==> src/rtl/pb_event_if.sv <==
// ---------------------------------------------------------------------------
// pb_event_if -- CPU data-bus bundle for the push-button event peripheral.
//
// Signals:
//   addr [7:0]  CPU address
//   din  [7:0]  CPU write data
//   we          write strobe, one cycle per write
//   re          read strobe, one cycle per read
//   out  [7:0]  read data from the peripheral (8'h00 when not addressed)
//
// Modports:
//   master -- CPU side, drives addr/din/we/re and receives out
//   slave  -- peripheral side, receives addr/din/we/re and drives out
// ---------------------------------------------------------------------------
interface pb_event_if;
   logic [7:0] addr;
   logic [7:0] din;
   logic       we;
   logic       re;
   logic [7:0] out;

   modport master (output addr, output din, output we, output re, input out);
   modport slave  (input addr, input din, input we, input re, output out);
endinterface

==> src/rtl/pb_event.sv <==
// ---------------------------------------------------------------------------
// pb_event -- push-button edge detector with an 8-entry event FIFO,
// sticky pending flags, interrupt mask and overflow flag.
//
// Ports:
//   clk         sole clock, rising edge
//   rst         synchronous active-high reset
//   state [4:0] debounced button levels, 1 = pressed
//   bus         pb_event_if.slave CPU bus (addr, din, we, re -> out)
//   irq         registered interrupt request, active-high
//
// Register map:
//   0xF9  R: {3'b0, pending}         W: write-1-to-clear pending
//   0xFA  R: FIFO head (0 if empty)  re pops the head
//   0xFB  R: {ovf, full, empty, 1'b0, count}   W: din[7]=1 clears ovf
//   0xFC  R/W: interrupt mask, bits 4:0
//
// Configuration macro:
//   PB_EVENT_RELEASE_EN -- when defined, release edges are queued and
//   pushed as events with bit7 set; otherwise only presses are reported.
// ---------------------------------------------------------------------------
module pb_event (
   input  logic       clk,
   input  logic       rst,
   input  logic [4:0] state,
   pb_event_if.slave  bus,
   output logic       irq
);

   localparam logic [7:0] ADDR_PEND = 8'hF9;
   localparam logic [7:0] ADDR_FIFO = 8'hFA;
   localparam logic [7:0] ADDR_STAT = 8'hFB;
   localparam logic [7:0] ADDR_MASK = 8'hFC;

   logic [4:0] prev_q, prev_d;
   logic [4:0] pending_q, pending_d;
   logic [4:0] press_q, press_d;
   logic [4:0] mask_q, mask_d;
   logic [7:0] mem_q [8];
   logic [7:0] mem_d [8];
   logic [2:0] wr_ptr_q, wr_ptr_d;
   logic [2:0] rd_ptr_q, rd_ptr_d;
   logic [3:0] count_q, count_d;
   logic       ovf_q, ovf_d;
   logic       irq_q, irq_d;
`ifdef PB_EVENT_RELEASE_EN
   logic [4:0] rel_q, rel_d;
`endif

   logic [4:0] press_edge_s;
   logic [4:0] sel_press_s;
   logic [4:0] sel_rel_s;
   logic       found_s;
   logic       is_rel_s;
   logic [2:0] sel_idx_s;
   logic [7:0] entry_s;
   logic       full_s;
   logic       empty_s;
   logic       pop_s;
   logic       push_ok_s;
   logic       ovf_set_s;
   logic [4:0] w1c_s;
   logic       ovf_clr_s;

   assign full_s  = (count_q == 4'd8);
   assign empty_s = (count_q == 4'd0);

   // Pick one queued event: lowest press index first, then lowest release.
   always_comb begin
      sel_press_s = 5'b00000;
      sel_rel_s   = 5'b00000;
      found_s     = 1'b0;
      is_rel_s    = 1'b0;
      sel_idx_s   = 3'd0;
      for (int i = 0; i < 5; i++) begin
         sel_press_s[i] = press_q[i] & ~found_s;
         sel_idx_s      = sel_press_s[i] ? 3'(i) : sel_idx_s;
         found_s        = found_s | press_q[i];
      end
`ifdef PB_EVENT_RELEASE_EN
      for (int i = 0; i < 5; i++) begin
         sel_rel_s[i] = rel_q[i] & ~found_s;
         sel_idx_s    = sel_rel_s[i] ? 3'(i) : sel_idx_s;
         is_rel_s     = is_rel_s | sel_rel_s[i];
         found_s      = found_s | rel_q[i];
      end
`endif
      entry_s = {is_rel_s, 1'b1, 3'b000, sel_idx_s};
   end

   // Next-state logic for edges, flags, queues and the FIFO.
   always_comb begin
      press_edge_s = state & ~prev_q;
      prev_d       = state;
      pop_s        = bus.re && (bus.addr == ADDR_FIFO) && !empty_s;
      // A full FIFO still accepts a push when a pop frees the head slot.
      push_ok_s    = found_s && (!full_s || pop_s);
      ovf_set_s    = found_s && full_s && !pop_s;
      w1c_s        = (bus.we && (bus.addr == ADDR_PEND)) ? bus.din[4:0] : 5'b00000;
      ovf_clr_s    = bus.we && (bus.addr == ADDR_STAT) && bus.din[7];

      pending_d = (pending_q & ~w1c_s) | press_edge_s;
      press_d   = (press_q & ~sel_press_s) | press_edge_s;
`ifdef PB_EVENT_RELEASE_EN
      rel_d     = (rel_q & ~sel_rel_s) | (~state & prev_q);
`endif
      mask_d    = (bus.we && (bus.addr == ADDR_MASK)) ? bus.din[4:0] : mask_q;
      ovf_d     = (ovf_q & ~ovf_clr_s) | ovf_set_s;
      irq_d     = (|(pending_q & mask_q)) | ovf_q;

      mem_d = mem_q;
      if (push_ok_s) begin
         mem_d[wr_ptr_q] = entry_s;
      end else begin
         mem_d[wr_ptr_q] = mem_q[wr_ptr_q];
      end
      wr_ptr_d = push_ok_s ? (wr_ptr_q + 3'd1) : wr_ptr_q;
      rd_ptr_d = pop_s ? (rd_ptr_q + 3'd1) : rd_ptr_q;

      case ({push_ok_s, pop_s})
         2'b10:   count_d = count_q + 4'd1;
         2'b01:   count_d = count_q - 4'd1;
         default: count_d = count_q;
      endcase
   end

   // Read-data decode; zero outside the peripheral's window.
   always_comb begin
      case (bus.addr)
         ADDR_PEND: bus.out = {3'b000, pending_q};
         ADDR_FIFO: bus.out = empty_s ? 8'h00 : mem_q[rd_ptr_q];
         ADDR_STAT: bus.out = {ovf_q, full_s, empty_s, 1'b0, count_q};
         ADDR_MASK: bus.out = {3'b000, mask_q};
         default:   bus.out = 8'h00;
      endcase
   end

   // State registers with synchronous reset.
   always_ff @(posedge clk) begin
      if (rst) begin
         prev_q    <= 5'b00000;
         pending_q <= 5'b00000;
         press_q   <= 5'b00000;
`ifdef PB_EVENT_RELEASE_EN
         rel_q     <= 5'b00000;
`endif
         mask_q    <= 5'b00000;
         wr_ptr_q  <= 3'd0;
         rd_ptr_q  <= 3'd0;
         count_q   <= 4'd0;
         ovf_q     <= 1'b0;
         irq_q     <= 1'b0;
         for (int i = 0; i < 8; i++) begin
            mem_q[i] <= 8'h00;
         end
      end else begin
         prev_q    <= prev_d;
         pending_q <= pending_d;
         press_q   <= press_d;
`ifdef PB_EVENT_RELEASE_EN
         rel_q     <= rel_d;
`endif
         mask_q    <= mask_d;
         wr_ptr_q  <= wr_ptr_d;
         rd_ptr_q  <= rd_ptr_d;
         count_q   <= count_d;
         ovf_q     <= ovf_d;
         irq_q     <= irq_d;
         mem_q     <= mem_d;
      end
   end

   assign irq = irq_q;

endmodule

==> src/flat_wrapper.sv <==
// flat-port wrapper written by rule: the top's interface ports become plain ports
module pb_event_flat 
  (clk, rst, state, irq, bus_addr, bus_din, bus_we, bus_re, bus_out);
  pb_event_if bus_i ();
  input  logic clk;
  input  logic rst;
  input  logic [4:0] state;
  output logic irq;
  input wire logic [$bits(bus_i.addr)-1:0] bus_addr;
  input wire logic [$bits(bus_i.din)-1:0] bus_din;
  input wire logic [$bits(bus_i.we)-1:0] bus_we;
  input wire logic [$bits(bus_i.re)-1:0] bus_re;
  output wire logic [$bits(bus_i.out)-1:0] bus_out;
  assign bus_i.addr = bus_addr;
  assign bus_i.din = bus_din;
  assign bus_i.we = bus_we;
  assign bus_i.re = bus_re;
  assign bus_out = bus_i.out;
  pb_event u_core (.clk(clk), .rst(rst), .state(state), .bus(bus_i), .irq(irq));
endmodule
==> config.mk <==
export PLATFORM = sky130hd
export DESIGN_NAME = pb_event_flat
export DESIGN_NICKNAME = d
export VERILOG_FILES = /design/src/rtl/pb_event_if.sv /design/src/rtl/pb_event.sv /design/src/flat_wrapper.sv
export SDC_FILE = /design/constraint.sdc
export NUM_CORES = 1
export LEC_CHECK = 0
export ABC_AREA = 0
export ABC_CLOCK_PERIOD_IN_PS = 3000
export CORE_UTILIZATION = 53
export DETAILED_ROUTE_END_ITERATION = 7
export PLACE_DENSITY = 0.76
export SLEW_MARGIN = 10
export SYNTH_ARGS = -nofsm -noshare
export SYNTH_HDL_FRONTEND = slang
export SYNTH_SLANG_ARGS = --single-unit
==> constraint.sdc <==
create_clock -name clk -period 3 [get_ports clk]
set_input_delay 0.9 -clock clk [delete_from_list [all_inputs] [get_ports clk]]
set_output_delay 0.9 -clock clk [all_outputs]
set_load 0.02 [all_outputs]
After elaboration in Yosys (flattened, before gate mapping)
Index checks and enable logic that the tools add are counted.
- register bits after elaboration: 96
- input port bits: 25
- output and inout port bits: 9
- add/subtract/negate cells: 4
- $lt $le $gt $ge: 3
- equality and inequality tests: 7
- multiplexer cells: 19
- bitwise logic cells: 27
- reductions and logical operators: 17
- operators by type and width (kind ; number):
    bitwise mux 64 bit ; 2
    2-to-1 mux 64 bit ; 1
    binary-select mux 8 bit (select 3 bit) ; 2
    2-to-1 mux 8 bit ; 6
    == test 8 bit, second input constant ; 4
    one-hot mux 8 bit (4 select lines) ; 1
    demux 8 bit (select 3 bit) ; 1
    AND 5 bit ; 4
    NOT 5 bit ; 3
    logical AND 1 bit ; 10
    bitwise OR 5 bit ; 2
    2-to-1 mux 3 bit ; 3
    greater-or-equal comparator 4 bit, second input constant ; 2
    NOT 3 -> 4 bit ; 2
    one-hot mux 4 bit (2 select lines) ; 1
    adder 3 x 1 -> 3 bit, second input constant ; 2
    bitwise OR 1 bit ; 6
    AND 1 bit ; 5
    2-to-1 mux 5 bit ; 1
    NOT 1 bit ; 5
    OR reduction 5 bit ; 1
    adder 4 x 1 -> 4 bit, second input constant ; 1
    == test 4 bit, second input constant ; 1
    logical NOT 4 bit ; 1
    other kinds (8) ; 10

Depth between registers and ports, before layout
Gate-level depths: netlist (run 1).
- depth in word-level cells: 8
- depth in mapped cells: 10
- mapped depth without buffers: 8

Worst setup path before layout (run 1)
OpenSTA, ideal clock, no wires.
- kind: in2reg
- start point: input port bus_addr[0]
- end point: register u_core.count_q[2]
- setup time: 67 ps
- data arrival time: 3041 ps
- required time: 2933 ps
- setup slack: -108 ps
- stages: 9
- path buffers: 1
- cells stage by stage: or3b_4 > or4_1 > buf_2 > nor2_1 > xor2_1 > ha_1 > or4_4 > a21o_1 > a21oi_2
- longest elaborated chain between the ends: 7
- elaborated cells on any way between the ends: 9
- classes of those cells: eq/ne: 3; mux: 1; reduce/logical: 5
- ends and longest elaborated chain (item ; line ; text):
    from (decl) ; flat_wrapper.sv:9 ; input wire logic [$bits(bus_i.addr)-1:0] bus_addr;
    == test 8 bit (*) ; pb_event.sv:95 ; pop_s = bus.re && (bus.addr == ADDR_FIFO) && !empty_s;
    logical AND 1 bit (*) (2 in a row) ; pb_event.sv:95 ;
    logical OR 1 bit ; pb_event.sv:97 ; push_ok_s = found_s && (!full_s || pop_s);
    logical AND 1 bit ; pb_event.sv:97 ;
    == test 2 x 1 -> 1 bit / == test 2 bit (equally long branches) ; pb_event.sv:120 ; case ({push_ok_s, pop_s})
    one-hot mux 4 bit (2 select lines) / nonzero test 2 bit (equally long branches) ; n/a ;
    to (signal assigned) ; pb_event.sv:166 ; count_q <= count_d;
    to (decl) ; pb_event.sv:43 ; logic [3:0] count_q, count_d;
Mark *: on every way between the ends. The rest lies on a longest branch, timed or not.
A chain may end at the register's enable or synchronous reset.

Worst setup path after layout (run 1)
- start point: input port bus_addr[3]
- end point: output port bus_out[5]
- longest elaborated chain between the ends: 2
- elaborated cells on any way between the ends: 5
- classes of those cells: eq/ne: 4; mux: 1
- ends and longest elaborated chain (item ; line ; text):
    == test 8 bit ; pb_event.sv:129 ; case (bus.addr)
    one-hot mux 8 bit (4 select lines) (*) ; pb_event.sv:129 ;
    to (decl) ; flat_wrapper.sv:13 ; output wire logic [$bits(bus_i.out)-1:0] bus_out;
Marked as above.

==> reports/metrics.yaml, run 1 <==
setup_viol: 1
drv_slew: 0
core.rowCount: 34
p_leak_nw: 2.02
final_common_cell: "dfxtp_1"
grt_antenna_before_repair: 0
viasPerCell: 6.48
grt_pass1_vias: 4468
ctsRootBufferMaster: "clkbuf_8"
clock_sinks: 96
cts_tree: "yes"
place.gp.congestion: 0.913
violations: "DRC, setup timing"
hold_buffers: 0
max_freq_mhz: 332
worst-setup-path-type: "in -> out"
clk_latency_ns: 0.38
io_buffers: 31
setup_tns_ns: -0.00865
grt_usage: 0.294
fin_crit_ns: 3.01
ys_seq_area_frac: 0.395
dieArea_um2: 9580
critPathRequiredTime_ns: 2.10
nets: 612
layout.cells.non_filler: 697
wire_per_inst_um: 19.8
period_share: 1.00
cts.clk_slew.worst_paths_ns: 0.10
io_pins: 34
final_hold_viol_count: 0
synth_fp_nets: 561
whs_ns: 0.408
placedCellCount: 677
final_cell_mix: "96 x dfxtp_1, 58 x nand2_1, 49 x buf_4"
post-route-drc-count: 11
fin_skew_ns: 0.0170
ir_drop_uv: 310
worst_slack_ns: -0.00865
p_total_mw: 2.76
htree_levels: 3
synthesis.area_um2: 4870
outcome: "complete, but fails checks"
die_w_um: 97.9
yosys_register_bits: 96
arrival_ns: 2.11
drive_gt1_frac: 0.226
dp_hpwl_mm: 9.42
start_kind: "input port"
synthFlopType: "dfxtp_1"
diodes: 0
totalWireLength_mm: 13.8
core-area_um2: 8810
cts_buffer_depth: 2
powerDensity_nw_per_um2: 473
gr-total-overflow: 0
cap_violations: 0
synth-async-reset-ratio: 0
area_growth_pct: 19.7
max_slew_margin: 0.112
synth-edff-count: 0
worst_pin_slew_ns: 1.32
min-delay-path-class: "reg -> reg"
synth_cell_type_count: 61
crit_fanout: 8
grt_pass1_wl_mm: 22.1
rsz0062_at_grt: "true"
syn_inst: 533
vias: 4514
ant_nets: 0
start_util: 0.553
ys.warnings.count: 0
syn_avg_cell_area_um2: 9.14
die_h_um: 97.9
drtPass1Iterations: 7
fill_cells: 708
numCtsBuffers: 9
grt_start_max_net_pins: 65
drt_first_iter_violations: 386
endpoint_kind: "primary output"
==> worst paths after layout <==
check	from	cells past startpoint	slack [ns]	endpoint
min	u_core.prev_q[0]	1	0.41	u_core.press_q[0]
max reg2reg	u_core.wr_ptr_q[2]	6	0.35	u_core.mem_q[1]
max	bus_addr[3]	7	-0.009	bus_out[5]
min reg2reg	u_core.prev_q[0]	1	0.41	u_core.press_q[0]
==> metal layers <==
| layer | GRT usage | part of all wire | wire (um) |
|---|---|---|---|
| met1 | 0.370 | 0.40 | 5540 |
| met2 | 0.481 | 0.48 | 6650 |
| met3 | 0.0737 | 0.086 | 1190 |
| met4 | 0.127 | 0.030 | 412 |
| met5 | 0 | 0 | 0 |
==> Yosys cell counts, drive strengths merged (4+ instances only) <==
cell type	count	area, um2
a22oi	13	97.6
mux2	9	101
inv	14	52.6
nor2b	12	75.1
mux2i	22	220
clkbuf	21	78.8
o31ai	4	30.0
nor3b	5	37.5
o32ai	21	184
nand3	30	150
nor4	4	25.0
nor3	9	45.0
buf	19	87.6
nand2b	6	37.5
o41ai	6	52.6
a211oi	9	72.6
nand2	60	225
a22o	5	43.8
mux4	20	450
a21oi	36	184
nor2	34	130
o21ai	27	135
o22ai	6	37.5
dfxtp	96	1920
==> flip-flops by register name (all words and copies together), names as in the netlist <==
signal            flops
u_core.mem_q         64
u_core.mask_q         5
u_core.pending_q      5
u_core.press_q        5
u_core.prev_q         5
u_core.count_q        4
u_core.rd_ptr_q       3
u_core.wr_ptr_q       3
u_core.irq            1
u_core.ovf_q          1
==> worst max-delay path, stage by stage <==
cell	delay [ns]
clkdlybuf4s15_1	0.18
nand4_1	0.20
nor3_2	0.21
buf_4	0.19
nand2_1	0.08
o22ai_2	0.20
buf_6	0.14
==> area by class of cell <==
| class | instances | area (um2) | area share |
|---|---|---|---|
| Clock buffer | 10 | 128 | 0.0219 |
| Clock inverter | 6 | 68.8 | 0.0118 |
| Inverter | 15 | 56.3 | 0.00966 |
| Multi-Input combinational cell | 382 | 2850 | 0.488 |
| Sequential cell | 96 | 1920 | 0.330 |
| Tap cell | 108 | 135 | 0.0232 |
| Timing Repair Buffer | 80 | 672 | 0.115 |
==> timing repair <==
item,CTS,global route
setup endpoints to repair,9,9
resized for setup,63,26
pin swaps,11,7
setup buffers,2,2
==> metrics by stage <==
stage / setup slack (ns) / cell area, um2 / util
floorplan: -0.0373 / 4890 / -
global placement: -0.719 / 5530 / 0.628
detailed placement: -0.770 / 5530 / 0.628
CTS: 0.00107 / 5750 / 0.653
global route: -0.0499 / 5830 / 0.662
finish: -0.00865 / 5830 / 0.662
==> logic make-up (layout without fill, tap and decap cells) <==
family          after synthesis  in the layout  synth area share
compound gates              146            146             0.208
xor+xnor                      5              5           0.00899
buf+inv                      55            111            0.0457
fa+ha+maj                     3              3           0.00771
flops                        96             96             0.395
mux                          51             51             0.159
simple gates                177            177             0.177
==> report_power, final <==
part           leakage (nW)  total, mW  switching [mW]  internal [mW]
logic                  1.14      0.499           0.291          0.208
registers             0.780       1.38          0.0581           1.32
clock network        0.0968      0.878           0.488          0.391
total                  2.02       2.76           0.837           1.92
(Power assumes the default switching activity.)
==> inputs of run 2 (changes only) <==
CORE_MARGIN = 2   (was default)
CTS_CLUSTER_DIAMETER = 120   (was default)
SLEW_MARGIN = 30   (was 10)
==> run 2 against run 1 <==
Compared with the run above:
- the flow now finishes without violations
- design area up 0.52%
- utilization up 0.34 points
- clock power down 1%
- critical path type unchanged
- cell count up 0.72%
- maximum frequency up 2.3%
- largest power group unchanged
- worst setup slack better by 0.069 ns
- highest routed layer unchanged
- die area up 4.1%
==> reports/metrics.yaml, run 2 (same netlist as run 1, synthesis figures left out) <==
pre_cts_slack_ns: -0.753  # was -0.770 ns
grt_start_max_net_pins: 65  # unchanged
area_growth_pct: 20.3  # was 19.7%
fin_skew_ns: 0.0169  # was 0.0170 ns
r2r_start: "u_core.wr_ptr_q[0]"  # was u_core.wr_ptr_q[2]
p_leak_nw: 2.04  # was 2.02 nW
viasPerCell: 6.47  # was 6.48
min-delay-path-class: "reg -> reg"  # unchanged
setup_viol: 0  # was 1
dieArea_um2: 9970  # was 9580 um2
drt_first_iter_violations: 456  # was 386
grt_antenna_before_repair: 0  # unchanged
crit_path_start: "bus_addr[7]"  # was bus_addr[3]
path_cells: "dlygate4sd2_1 -> nand2_2 -> buf_4 -> nor2_1 -> buf_4 -> a22oi_1 -> o21ai_2 -> buf_4"  # was clkdlybuf4s15_1 -> nand4_1 -> nor3_2 -> buf_4 -> nand2_1 -> o22ai_2 -> buf_6
top_register: "u_core.mem_q"  # unchanged
place.gp.congestion: 0.955  # was 0.913
period_share: 0.980  # was 1.00
final_util: 0.665  # was 0.662
wire_per_inst_um: 19.3  # was 19.8 um
totalWireLength_mm: 13.6  # was 13.8 mm
cts_buffer_depth: 2  # unchanged
worst-setup-path-type: "in -> out"  # unchanged
htree_levels: 3  # unchanged
diodes: 0  # unchanged
numCtsBuffers: 9  # unchanged
die_h_um: 99.9  # was 97.9 um
grt_pass1_wl_mm: 21.9  # was 22.1 mm
grt_pass1_vias: 4431  # was 4468
core-area_um2: 8810  # unchanged
ir_drop_uv: 210  # was 310 uV
post-route-drc-count: 0  # was 11
grt_usage: 0.278  # was 0.294
multiInputGateArea_um2: 2830  # was 2850 um2
whs_ns: 0.431  # was 0.408 ns
cts.clk_slew.worst_paths_ns: 0.10  # about the same
ant_nets: 0  # unchanged
max_slew_margin: 0.460  # was 0.112
arrival_ns: 2.04  # was 2.11 ns
powerDensity_nw_per_um2: 471  # was 473 nW/um2
max_freq_mhz: 340  # was 332 MHz
cts_tree: "yes"  # unchanged
io_buffers: 31  # unchanged
crit_fanout: 4  # was 8
cap_violations: 0  # unchanged
clk_latency_ns: 0.36  # was 0.38 ns
drv_slew: 0  # unchanged
final_cell_mix: "96 x dfxtp_1, 58 x nand2_1, 56 x buf_4"  # was 96 x dfxtp_1, 58 x nand2_1, 49 x buf_4
die_w_um: 99.9  # was 97.9 um
io_pins: 34  # unchanged
max_stage_delay_ns: 0.23  # was 0.21 ns
largest_reg_flops: 64  # unchanged
fin_crit_ns: 2.94  # was 3.01 ns
start_util: 0.553  # unchanged
dp_hpwl_mm: 9.46  # was 9.42 mm
vias: 4545  # was 4514
final_hold_viol_count: 0  # unchanged
cp_slowest_cell: "dlygate4sd2_1"  # was nor3_2
worst_slack_ns: 0.0600  # was -0.00865 ns
drive_gt1_frac: 0.241  # was 0.226
cpMostUsedCell: "buf_4"
start_kind: "input port"  # unchanged
core.rowCount: 34  # unchanged
ctsRootBufferMaster: "clkbuf_8"  # unchanged
p_total_mw: 2.76  # about the same
cpLargestDelayFamily: "buffers and inverters"  # unchanged
gr-total-overflow: 0  # unchanged
hold_start: "u_core.prev_q[0]"  # unchanged
final-seq-area_um2: 1920  # unchanged
fill_cells: 717  # was 708
worst_pin_slew_ns: 0.804  # was 1.32 ns
clock_sinks: 96  # unchanged
critPathRequiredTime_ns: 2.10  # about the same
outcome: "completed"  # was complete, but fails checks
critical_path_buf_inv_count: 4  # was 3
endpoint_kind: "primary output"  # unchanged
final_common_cell: "dfxtp_1"  # unchanged
nets: 617  # was 612
drtPass1Iterations: 5  # was 7
-- run 2: metrics by stage --
| step | cells | instance area (um2) | TNS, ns |
|---|---|---|---|
| after global routing | 702 | 5860 | -0.0174 |
| after detailed placement | 684 | 5610 | -7.35 |
| after global placement | 684 | 5610 | -6.62 |
| after CTS | 702 | 5790 | 0 |
| final | 702 | 5860 | 0 |
| after floorplan | 533 | 4890 | -0.0402 |
-- run 2: routing by layer --
layer | share of wire | global-route usage | routed length, um | up-vias
li1 | - | - | - | 2115
met1 | 0.41 | 0.353 | 5590 | 2189
met2 | 0.48 | 0.466 | 6580 | 196
met3 | 0.073 | 0.0536 | 994 | 45
met4 | 0.031 | 0.118 | 425 | 0
met5 | 0 | 0 | 0 | -
-- run 2: final timing paths --
| check | to | slack [ns] | cells past startpoint |
|---|---|---|---|
| worst max-delay path | bus_out[2] | 0.06 | 8 |
| worst min-delay path | u_core.press_q[0] | 0.43 | 1 |
| worst max register to register | u_core.mem_q[22] | 0.60 | 4 |
| worst min register to register | u_core.press_q[0] | 0.43 | 1 |
-- run 2: cell type report --
class                   instances  area share
multi-input cells             382       0.482
flip-flops and latches         96       0.328
repair buffers                 85       0.123
well taps                     108      0.0231
clock buffers                  10      0.0218
clock inverters                 6      0.0115
inverters                      15     0.00961
-- run 2: timing repair --
| item | in CTS | in global routing |
|---|---|---|
| buffers inserted | 2 | 0 |
| endpoints found under the hold margin | 0 | 0 |
| pin swaps | 12 | 12 |
| hold buffers | 0 | 0 |
| resized for setup | 58 | 36 |
| setup endpoints to repair | 9 | 9 |
-- run 2: where the power goes --
part,total (mW),switching (mW),internal (mW)
clock,0.865,0.476,0.389
combinational,0.510,0.289,0.221
sequential,1.38,0.0584,1.32
total,2.76,0.823,1.93
